### src/rtl/iir_tdm_pkg.sv
// Shared types and helpers for the time-division IIR scheduler.
package iir_tdm_pkg;

  typedef enum logic [1:0] {
    IDLE  = 2'd0,
    ISSUE = 2'd1,
    WAIT  = 2'd2,
    OUT   = 2'd3
  } state_t;

  // Index width that never collapses to zero bits for tiny counts.
  function automatic int clog2m1(input int n);
    return (n <= 2) ? 1 : $clog2(n);
  endfunction

endpackage

### src/rtl/iir_tdm_ctrl_rr_arbiter.sv
// Combinational round-robin arbiter: first requester after 'last', wrapping.
module rr_arbiter
  import iir_tdm_pkg::*;
#(
  parameter  int N  = 4,
  localparam int IW = clog2m1(N)
) (
  input  logic [N-1:0]  req,
  input  logic [IW-1:0] last,
  input  logic          en,
  output logic          grant_valid,
  output logic [IW-1:0] grant
);

  int idx;

  // Walk candidates from farthest to nearest so the nearest requester wins.
  always_comb begin
    grant_valid = 1'b0;
    grant       = '0;
    idx         = 0;
    for (int k = N; k >= 1; k--) begin
      idx = (int'(last) + k) % N;
      if (en && req[IW'(idx)]) begin
        grant_valid = 1'b1;
        grant       = IW'(idx);
      end
    end
  end

endmodule

### src/rtl/iir_tdm_ctrl.sv
// Shares one external SOS engine across CH channels, NS sections each.
module iir_tdm_ctrl
  import iir_tdm_pkg::*;
#(
  parameter  int CH = 4,
  parameter  int NS = 3,
  parameter  int DW = 10,
  localparam int CW = clog2m1(CH),
  localparam int SW = clog2m1(NS)
) (
  input  logic             clk,
  input  logic             rst,
  input  logic             en,
  input  logic [CH-1:0]    in_valid,
  input  logic [CH*DW-1:0] in_data,
  output logic             sos_start,
  output logic [CW-1:0]    sos_ch,
  output logic [SW-1:0]    sos_sec,
  output logic [DW-1:0]    sos_x,
  input  logic             sos_done,
  input  logic [DW-1:0]    sos_y,
  output logic             out_valid,
  output logic [CW-1:0]    out_ch,
  output logic [DW-1:0]    out_data,
  output logic [CH-1:0]    overrun
);

  localparam logic [SW-1:0] SEC_LAST = SW'(NS - 1);

  state_t                 st, st_nxt;
  logic [CH-1:0]          pend, pend_nxt;
  logic [CH-1:0]          ovr_nxt;
  logic [CH-1:0][DW-1:0]  smp, smp_nxt;
  logic [CW-1:0]          last_g, cur, cur_nxt, gnt;
  logic [SW-1:0]          sec, sec_nxt;
  logic [DW-1:0]          x, x_nxt;
  logic                   gnt_vld;

  // Grants are only considered while idle and enabled.
  rr_arbiter #(.N(CH)) u_arb (
    .req         (pend),
    .last        (last_g),
    .en          (en && (st == IDLE)),
    .grant_valid (gnt_vld),
    .grant       (gnt)
  );

  // Pending slots: a fresh sample always wins; a grant in the same cycle
  // consumes the old sample, so that case is not counted as an overrun.
  always_comb begin
    pend_nxt = pend;
    ovr_nxt  = overrun;
    smp_nxt  = smp;
    for (int i = 0; i < CH; i++) begin
      if (in_valid[i]) begin
        smp_nxt[i]  = in_data[i*DW +: DW];
        pend_nxt[i] = 1'b1;
        if (pend[i] && !(gnt_vld && (gnt == CW'(i))))
          ovr_nxt[i] = 1'b1;
      end else if (gnt_vld && (gnt == CW'(i))) begin
        pend_nxt[i] = 1'b0;
      end
    end
  end

  // Slot storage and sticky overrun flags.
  always_ff @(posedge clk) begin
    if (rst) begin
      pend    <= '0;
      overrun <= '0;
      smp     <= '0;
    end else begin
      pend    <= pend_nxt;
      overrun <= ovr_nxt;
      smp     <= smp_nxt;
    end
  end

  // Next-state and job-context update; x carries the running section value.
  always_comb begin
    st_nxt  = st;
    cur_nxt = cur;
    sec_nxt = sec;
    x_nxt   = x;
    unique case (st)
      IDLE: begin
        if (gnt_vld) begin
          st_nxt  = ISSUE;
          cur_nxt = gnt;
          sec_nxt = '0;
          x_nxt   = smp[gnt];
        end
      end
      ISSUE: st_nxt = WAIT;
      WAIT: begin
        if (sos_done) begin
          x_nxt = sos_y;
          if (sec == SEC_LAST) begin
            st_nxt = OUT;
          end else begin
            sec_nxt = sec + SW'(1);
            st_nxt  = ISSUE;
          end
        end
      end
      OUT:     st_nxt = IDLE;
      default: st_nxt = IDLE;
    endcase
  end

  // State register.
  always_ff @(posedge clk) begin
    if (rst) st <= IDLE;
    else     st <= st_nxt;
  end

  // Job context and outputs; outputs are loaded from next-state values so
  // they line up with the ISSUE/OUT states while still being registered.
  always_ff @(posedge clk) begin
    if (rst) begin
      cur       <= '0;
      sec       <= '0;
      x         <= '0;
      last_g    <= CW'(CH - 1);
      sos_start <= 1'b0;
      sos_ch    <= '0;
      sos_sec   <= '0;
      sos_x     <= '0;
      out_valid <= 1'b0;
      out_ch    <= '0;
      out_data  <= '0;
    end else begin
      cur       <= cur_nxt;
      sec       <= sec_nxt;
      x         <= x_nxt;
      sos_start <= (st_nxt == ISSUE);
      out_valid <= (st_nxt == OUT);
      if (st_nxt == ISSUE) begin
        sos_ch  <= cur_nxt;
        sos_sec <= sec_nxt;
        sos_x   <= x_nxt;
      end
      if (st_nxt == OUT) begin
        out_ch   <= cur_nxt;
        out_data <= x_nxt;
      end
      if (st == OUT) last_g <= cur;
    end
  end

endmodule

### config.mk
export PLATFORM = sky130hd
export DESIGN_NAME = iir_tdm_ctrl
export DESIGN_NICKNAME = d
export VERILOG_FILES = /design/src/rtl/iir_tdm_pkg.sv /design/src/rtl/iir_tdm_ctrl_rr_arbiter.sv /design/src/rtl/iir_tdm_ctrl.sv
export SDC_FILE = /design/constraint.sdc
export NUM_CORES = 1
export LEC_CHECK = 0
export CORE_MARGIN = 2
export CORE_UTILIZATION = 54
export CTS_CLUSTER_SIZE = 14
export DETAILED_ROUTE_END_ITERATION = 8
export PLACE_DENSITY_LB_ADDON = 0.08
export SLEW_MARGIN = 20
export SYNTH_ARGS = -nofsm -noshare
export SYNTH_HDL_FRONTEND = slang
export SYNTH_HIERARCHICAL = 1
export SYNTH_SLANG_ARGS = --single-unit
### constraint.sdc
create_clock -name clk -period 3.65 [get_ports clk]
set_clock_uncertainty 0.15 [all_clocks]
set_input_delay 0.365 -clock clk [delete_from_list [all_inputs] [get_ports clk]]
set_output_delay 0.365 -clock clk [all_outputs]
set_load 0.01 [all_outputs]
# Word-level counts from Yosys, hierarchy flattened
# Index checks and enable logic that the tools add are counted.
dict set report op_classes {
  n_addsub 5
  n_lt_le_gt_ge 5
  n_eq_ne 9
  n_mux 43
  reduce_logical 27
}
# op count
set op_table {}
lappend op_table {{$mux W10} 3}
lappend op_table {{$mux W2} 12}
lappend op_table {{$bmux W10 S2} 1}
lappend op_table {{$mux W1} 20}
lappend op_table {{$pmux W10 S2} 1}
lappend op_table {{$lt A2 B4 Y1 const B} 4}
lappend op_table {{$logic_and A1 B1 Y1} 13}
lappend op_table {{$eq A2 B2 Y1 const B} 6}
lappend op_table {{$bmux W1 S2} 4}
lappend op_table {{$pmux W2 S4} 1}
lappend op_table {{$reduce_and A2 Y1} 4}
lappend op_table {{$reduce_bool A2 Y1} 4}
lappend op_table {{$add A2 B1 Y2 const B} 3}
lappend op_table {{$eq A2 B1 Y1 const B} 3}
lappend op_table {{$add A2 B2 Y2 const B} 2}
lappend op_table {{$logic_not A1 Y1} 4}
lappend op_table {{$logic_not A2 Y1} 2}
lappend op_table {{$pmux W2 S2} 1}
lappend op_table {{$lt A2 B3 Y1 const B} 1}
dict set report word_totals {
  ff_bits 94
  out_inout_bits 32
  word_cells 113
}

# Longest topological paths before layout
# Gate-level depths: netlist of the first run.
dict set report depth {
  word_depth 14
  depth_mapped 12
}

# By module
# Netlist of the first run, hierarchy kept.
# mod n_inst cells_each area_each_um2
set by_module_without_submodules {}
lappend by_module_without_submodules {iir_tdm_ctrl 1 375 3767.4}
lappend by_module_without_submodules {rr_arbiter 1 18 133.9}

# Least setup slack after synthesis of the first run
# Ideal clock, no wire load.
dict set report synth_timing {
  path_kind {register -> register}
  startpoint {register last_g[0]}
  endpoint {register sos_x[5]}
  setup_time_ns 0.081
  t_arrival_ns 2.277
  slack_ns 1.143
  stages_incl_launch_ff 9
  path_buffers 1
  period_less_slack_ns 2.507
  path_cell_list {dfxtp_1 > mux4_2 > a21oi_1 > o22ai_1 > or4b_1 > buf_4 > o22ai_4 > a2111oi_4 > a211oi_2}
}
dict set report synth_between {
  elab_chain_cells 13
  word_cells_on_any_way 35
  classes_between {add/sub: 4; eq/ne: 1; mux: 26; reduce/logical: 4}
}
# item line
set synth_rtl {}
lappend synth_rtl {{start, declared} iir_tdm_ctrl.sv:34} ;# logic [CW-1:0] last_g, cur, cur_nxt, gnt;
lappend synth_rtl {{start signal, assigned} iir_tdm_ctrl.sv:124} ;# last_g <= CW'(CH - 1);
lappend synth_rtl {{start signal, assigned} iir_tdm_ctrl.sv:147} ;# if (st == OUT) last_g <= cur;
lappend synth_rtl {{$add A2 B1 Y2} iir_tdm_ctrl_rr_arbiter.sv:23} ;# idx = (int'(last) + k) % N;
lappend synth_rtl {{$bmux W1 S2} iir_tdm_ctrl_rr_arbiter.sv:24} ;# if (en && req[IW'(idx)]) begin
lappend synth_rtl {{$mux W1 (not written as such) (2 in a row)} iir_tdm_ctrl_rr_arbiter.sv:24}
lappend synth_rtl {{$logic_and A1 B1 Y1} iir_tdm_ctrl_rr_arbiter.sv:24}
lappend synth_rtl {{$mux W2 (3 in a row)} iir_tdm_ctrl_rr_arbiter.sv:24}
lappend synth_rtl {{$mux W2 *} iir_tdm_ctrl_rr_arbiter.sv:24}
lappend synth_rtl {{named net gnt[0]} iir_tdm_ctrl.sv:34}
lappend synth_rtl {{$bmux W10 S2 *} iir_tdm_ctrl.sv:91} ;# x_nxt = smp[gnt];
lappend synth_rtl {{$mux W10 (not written as such) *} iir_tdm_ctrl.sv:91}
lappend synth_rtl {{$mux W10 *} iir_tdm_ctrl.sv:87} ;# if (gnt_vld) begin
lappend synth_rtl {{$pmux W10 S2 *} iir_tdm_ctrl.sv:85} ;# unique case (st)
lappend synth_rtl {{end signal, assigned} iir_tdm_ctrl.sv:141} ;# sos_x <= x_nxt;
lappend synth_rtl {{end, declared} iir_tdm_ctrl.sv:19} ;# output logic [DW-1:0] sos_x,
# The timed path passes the listed nets; every way through them passes the cells marked *. The select of a mux whose other input is x is not followed.
# A chain may end at the register's enable or synchronous reset.

# Worst setup path in the final report of the first run
dict set report layout_timing {
  startpoint {register st[1]}
  endpoint {register out_data[6]}
}
dict set report layout_between {
  elab_chain_cells 11
  word_cells_on_any_way 25
  classes_between {eq/ne: 4; mux: 15; reduce/logical: 6}
}
# item line
set layout_rtl {}
lappend layout_rtl {{start, declared} iir_tdm_ctrl.sv:30} ;# state_t st, st_nxt;
lappend layout_rtl {{start signal, assigned} iir_tdm_ctrl.sv:114} ;# else st <= st_nxt;
lappend layout_rtl {{$logic_not A2 Y1 *} iir_tdm_ctrl.sv:43} ;# .en (en && (st == IDLE)),
lappend layout_rtl {{$logic_and A1 B1 Y1 *} iir_tdm_ctrl.sv:43}
lappend layout_rtl {{$logic_and A1 B1 Y1} iir_tdm_ctrl_rr_arbiter.sv:24}
lappend layout_rtl {{$mux W2 (3 in a row)} iir_tdm_ctrl_rr_arbiter.sv:24}
lappend layout_rtl {{$mux W2 *} iir_tdm_ctrl_rr_arbiter.sv:24}
lappend layout_rtl {{named net gnt[0]} iir_tdm_ctrl.sv:34}
lappend layout_rtl {{$bmux W10 S2 *} iir_tdm_ctrl.sv:91}
lappend layout_rtl {{$mux W10 (not written as such) *} iir_tdm_ctrl.sv:91}
lappend layout_rtl {{$mux W10 *} iir_tdm_ctrl.sv:87}
lappend layout_rtl {{$pmux W10 S2 *} iir_tdm_ctrl.sv:85}
lappend layout_rtl {{end signal, assigned} iir_tdm_ctrl.sv:145} ;# out_data <= x_nxt;
lappend layout_rtl {{end, declared} iir_tdm_ctrl.sv:24} ;# output logic [DW-1:0] out_data,
# Marked as above.

==> results of run 1 <==
[cell type report]
class                      instances  share of cell area (%)
clock buffer                      11                    2.79
inverter                           5                   0.371
sequential                        89                    35.2
timing repair buffer              93                    18.4
multi-input combinational        271                    38.9
clock inverter                     5                    2.03
tap                               96                    2.37
[synth_stat cells, drive strengths merged, types with 5 or more instances]
cell / number
o22ai: 11
dfxtp: 89
a211oi: 19
clkbuf: 11
nor3: 6
nor2b: 5
nand2: 15
nor2: 85
buf: 17
a21oi: 20
inv: 5
mux2i: 69
[where the power goes]
part | switching [mW] | internal [mW]
logic | 0.215 | 0.218
clock network | 0.346 | 0.473
registers | 0.0476 | 1.04
total | 0.609 | 1.73
[flip-flops by register name, summed over array words and instances, names as in the netlist]
signal and cells:
pend 4, x 5, overrun 4, out_valid 1, smp 40, st 2
last_g 2, sec 2, out_ch 2, out_data 10, sos_x 10, cur 2
sos_sec 2, sos_start 1, sos_ch 2
[cells by family (layout without fill, tap and decap cells)]
family | after synthesis | in the layout | synth area share (%)
AOI/OAI and AO/OA | 73 | 73 | 16.7
adders and majority gates | 2 | 2 | 0.641
buffers and inverters | 33 | 114 | 4.01
and+or+nand+nor | 126 | 126 | 14.7
muxes | 70 | 70 | 18.3
DFF | 89 | 89 | 45.7
[worst min-delay path: cells and delay by family (launching register included)]
family	cells	cell delay, ps
DFF	1	310
and+or+nand+nor	1	50
AOI/OAI and AO/OA	1	50
[routing by layer]
layer / global-route usage [%] / vias to the layer above / routed length (um)
met2: 42.9 / 90 / 4610
met5: 0 / - / 0
met3: 6.37 / 15 / 409
li1: - / 1541 / -
met4: 7.19 / 0 / 138
met1: 28.9 / 1499 / 3870
[stage by stage]
stage                     worst slack (ps)  cells  hold slack [ps]  total power [mW]
after detailed placement               534    554              299              1.54
final                                  589    570              306              2.33
after floorplan                       1140    393              304              1.37
after CTS                              627    570              311              2.34
after global placement                 620    554              293              1.52
after global routing                   297    570              327              2.42
[final timing paths]
check	cells past startpoint	start	slack [ps]	end
hold / removal	2	out_data[4]	310	out_data[4]
hold reg to reg	2	out_data[4]	310	out_data[4]
setup reg to reg	9	st[1]	590	out_data[6]
setup / recovery	9	st[1]	590	out_data[6]
[cell usage in the layout, fill, tap and decap left out, types with 2 or more instances in the layout]
cell             count
bufinv_16            3
a211oi_2            15
nand3b_1             3
o22ai_1              9
o21ai_0              4
a211oi_1             4
nor2_1              81
a21oi_1             19
inv_1                5
and2_1               3
a21boi_0             2
nor3_1               4
mux2i_1             69
buf_4                3
ha_1                 2
nand2_1             15
a31oi_1              4
a2111oi_2            2
a211o_1              2
clkdlybuf4s50_1     88
nor2_2               3
nor2b_1              5
dfxtp_1             89
clkbuf_8            10
nand3_1              2
and3_1               2
a2111oi_4            2
==> metrics, run 1 <==
status finished clean; Seq cells post-synth slightly below 90; critical path class register to register; clock latency at the later pin of the worst-skew pair approximately 360 ps; TNS Setup 0 ps; Worst Max-Slew Pin Slew between 900 and 1000 ps; DRT iter0 DRCs approximately 130; dominant synthesized flop cell dfxtp_1; Die Area just under 0.008 mm2; CTS root buf clkbuf_8; Via-to-Cell Ratio around 5.5; Post-Syn Area between 0.003 and 0.004 mm2; post-route cell area 0.00506 mm2; post-layout min period about 3000 ps; CP Data Required Time 3710 ps; cells after synthesis slightly below 400; warnings from Yosys 6; GRT Overall Usage between 20% and 30%; number of buffers and inverters on the critical path 0; Yosys top cell area share between 40% and 50%; CTS tree yes; fraction of layout cells with a size suffix above 1 between 10% and 20%; P per Cell Area around 460 mW/mm2; remaining antenna violation count after routing 0; first-pass GRT wire length between 10000 and 15000 um; initial antenna violation count 0; EDFF count, synth 0; row cnt 30; DP HPWL 6430 um; largest cells by area after synthesis dfxtp_1 (46%), mux2i_1 (18%), nor2_1 (7.9%); Lkg Pwr approximately 1.9 nW; Core Area roughly 0.007 mm2; Routability Congestion 0.831; vias in the first global route 2948; post-synthesis area per instance a little under 10 um2; final hold violation count 0; Critical Path Sink Type register; Synth cell types between 40 and 50; post-synthesis net count approximately 450; critical path's slowest cell a2111oi_2; via count around 3100; WL/cell between 15 and 20 um; fin util between 70% and 80%; # setup viols final 0; Crit Path Max Fanout 14; largest net degree at the start of global routing between 50 and 60; fin crit share roughly 84%; postcts setup bufs 0; CTS clock-pin slew for the worst setup and hold paths about 90 ps; I/O pins 90; CTS H-tree lvls 3; Num Clock Sinks 89; Max Clk Rate roughly 330 MHz; total grt overflow 0; Max-Cap Viols 0; clock buffer count from CTS 9; RSZ-0062 raised after global routing no; Gates resized, CTS repair 0; Initial Utilization about 56%; die height just under 90 um; synth-to-layout area growth 29.7%; VDD IR-drop max about 0.32 mV; post-synth top area cell dfxtp_1; Slew Limit Fails 0; placed cell area between 0.004 and 0.005 mm2; Hold Crit Class register to register; Register Area approximately 0.0018 mm2; final net count 529; Filler cells ~550; DR DRC count 0; sequence of cells on the critical path nor2_1 -> and2_1 -> o31a_2 -> o21ai_0 -> o22ai_1 -> or4b_1 -> nor2_2 -> a2111oi_2 -> a211oi_2; Clock Tree Buf Depth 2; Die X a little under 90 um; Slowest Stage Delay on Critical Path roughly 530 ps; area of the multi-input gates between 0.0015 and 0.002 mm2; Startpoint Class register; Seq/Total Area, Yosys ~46%; ANT cells 0; drt pass-1 iters 4; Post-CTS Hold Fix Bufs 0; Port Buffers 89; Arr. time, crit path about 3100 ps; routed wire length around 9000 um; ys async rst share 0%; Slew HR 36.8%; cell family with most CP delay compound AO/OA/AOI/OAI gates
(Power assumes the default switching activity.)
==> run 2: changes to the inputs <==
CORE_UTILIZATION = 50   (was 54)
clock period = 3 ns   (was 3.65 ns; I/O delays follow)
==> run 2 against run 1 <==
  * Maximum frequency grew 11%
  * Power rose by 15%
  * Via count shrank 1.2%
  * Critical path depth fell by 1
  * Highest routed layer unchanged
  * Worst setup slack worse by 350 ps
  * Register-to-register slack got worse by 350 ps
  * First-iteration DRC count is 26% lower
  * Critical endpoint is now out_data[9]
  * Sequential cell count did not move
  * Count of clock-buffer cells in the layout shrank 2
  * Sequential share of layout area decreased by 0.26 points
==> metrics, run 2 (same netlist as run 1, synthesis figures left out) <==
# setup viols final 0; largest net degree at the start of global routing just under 60; post-route setup slack around 240 ps; Largest regs smp x40, out_data x10, sos_x x10; Critical Path Sink Type register; post-layout min period 2760 ps; Max-Cap Viols 0; Filler cells around 640; commonest non-fill, non-tap cell in the layout dfxtp_1; Slew HR between 50% and 60%; remaining antenna violation count after routing 0; Slew Limit Fails 0; via count around 3100; ANT cells 0; Lkg Pwr between 1.5 and 2 nW; fin util between 60% and 70%; die height roughly 92 um; Startpoint Class register; final net count about 540; placed cell count between 500 and 600; worst hold margin a little over 300 ps; row cnt 32; critical path class register to register; VDD IR-drop max 0.343 mV; Die X slightly above 90 um; Port Buffers between 80 and 90; critical path's slowest cell or4b_1; drt pass-1 iters 4; Critical Path End out_data[9]; placed cell area 0.00490 mm2; CTS root buf clkbuf_8; initial antenna violation count 0; CP Data Required Time between 3000 and 4000 ps; routed wire length about 9000 um; sequence of cells on the critical path mux4_2 -> a21oi_1 -> o22ai_1 -> or4b_1 -> buf_4 -> nor2_4 -> a2111oi_4 -> a211oi_2; DRT iter0 DRCs 95; synth-to-layout area growth 30.6%; final std cells w/o fill between 500 and 600; CTS H-tree lvls 3; Via-to-Cell Ratio roughly 5.3; TNS Setup 0 ps; number of buffers and inverters on the critical path 1; post-route cell area 0.00510 mm2; clock buffer count from CTS 9; clock latency at the later pin of the worst-skew pair between 300 and 400 ps; Num Clock Sinks 89; reg2reg path depth 8; Slowest Stage Delay on Critical Path around 700 ps; postcts setup bufs 0; Arr. time, crit path slightly below 3000 ps; Routability Congestion between 0.8 and 0.9; critical path depth 8; status finished clean; P per Cell Area approximately 530 mW/mm2; FF-to-FF setup slack around 240 ps; cell family with most CP delay simple AND/OR/NAND/NOR gates; WL/cell 15.3 um; max reg flops 40; Initial Utilization just over 50%; total grt overflow 0; fin crit share 92.1%; fraction of layout cells with a size suffix above 1 12.8%; I/O pins 90; CP Launch Point pend[1]; Crit Path Max Fanout 9; RSZ-0062 raised after global routing no; Clock Tree Buf Depth 2; Hold Crit Class register to register; CTS tree yes; Pwr Total about 2.7 mW; Post-CTS Hold Fix Bufs 0; GRT Overall Usage roughly 22%; DP HPWL 6420 um; Worst Max-Slew Pin Slew 747 ps; CTS clock-pin slew for the worst setup and hold paths ~90 ps; Max Clk Rate between 300 and 400 MHz; worst r2r src pend[1]; DR DRC count 0; Die Area approximately 0.0085 mm2; first-pass GRT wire length 14500 um; register bank with the most flops smp; Core Area between 0.007 and 0.008 mm2; vias in the first global route 3023; pre-CTS setup slack roughly 180 ps; final hold violation count 0; most frequent cells in the layout dfxtp_1 (89), clkdlybuf4s50_1 (88), nor2_1 (81); Gates resized, CTS repair 0; Reg-to-Reg End out_data[9]
==> run 2: worst min path at each step <==
stage | from | to | slack (ps) | cells after the start
finish | out_data[4] | out_data[4] | 310 | 2
global route | out_data[0] | out_data[0] | 330 | 2
CTS | out_data[4] | out_data[4] | 310 | 2
detailed placement | out_data[4] | out_data[4] | 300 | 2
global placement | out_data[4] | out_data[4] | 290 | 2
floorplan | sos_y[0] | out_data[0] | 290 | 2
==> run 2: power by group <==
part	internal [mW]	leakage [nW]	switching, mW
registers	1.26	0.730	0.0517
logic	0.284	1.09	0.268
clock network	0.385	0.0994	0.436
total	1.93	1.92	0.756
==> run 2: tightest hold or removal path: stages (launching register included) <==
cell	delay, ps
dfxtp_1	320
nand2_1	50
a21oi_1	50
==> run 2: routing by layer <==
layer  up-vias  routed length, um  track usage, %
met5         -                  0               0
met4         0                125            8.21
met3        11                389            5.37
met2        71               4510            37.5
met1      1465               3920            26.4
li1       1559                  -               -
==> run 2: area by class of cell <==
cell class                 count  area (um2)  share of cell area, %
timing repair buffer         102        1010                   19.8
multi-input combinational    271        1970                   38.6
inverter                       5        18.8                  0.368
tap                          102         128                   2.50
sequential                    89        1780                   35.0
clock inverter                 7        70.1                   1.37
clock buffer                   9         124                   2.43
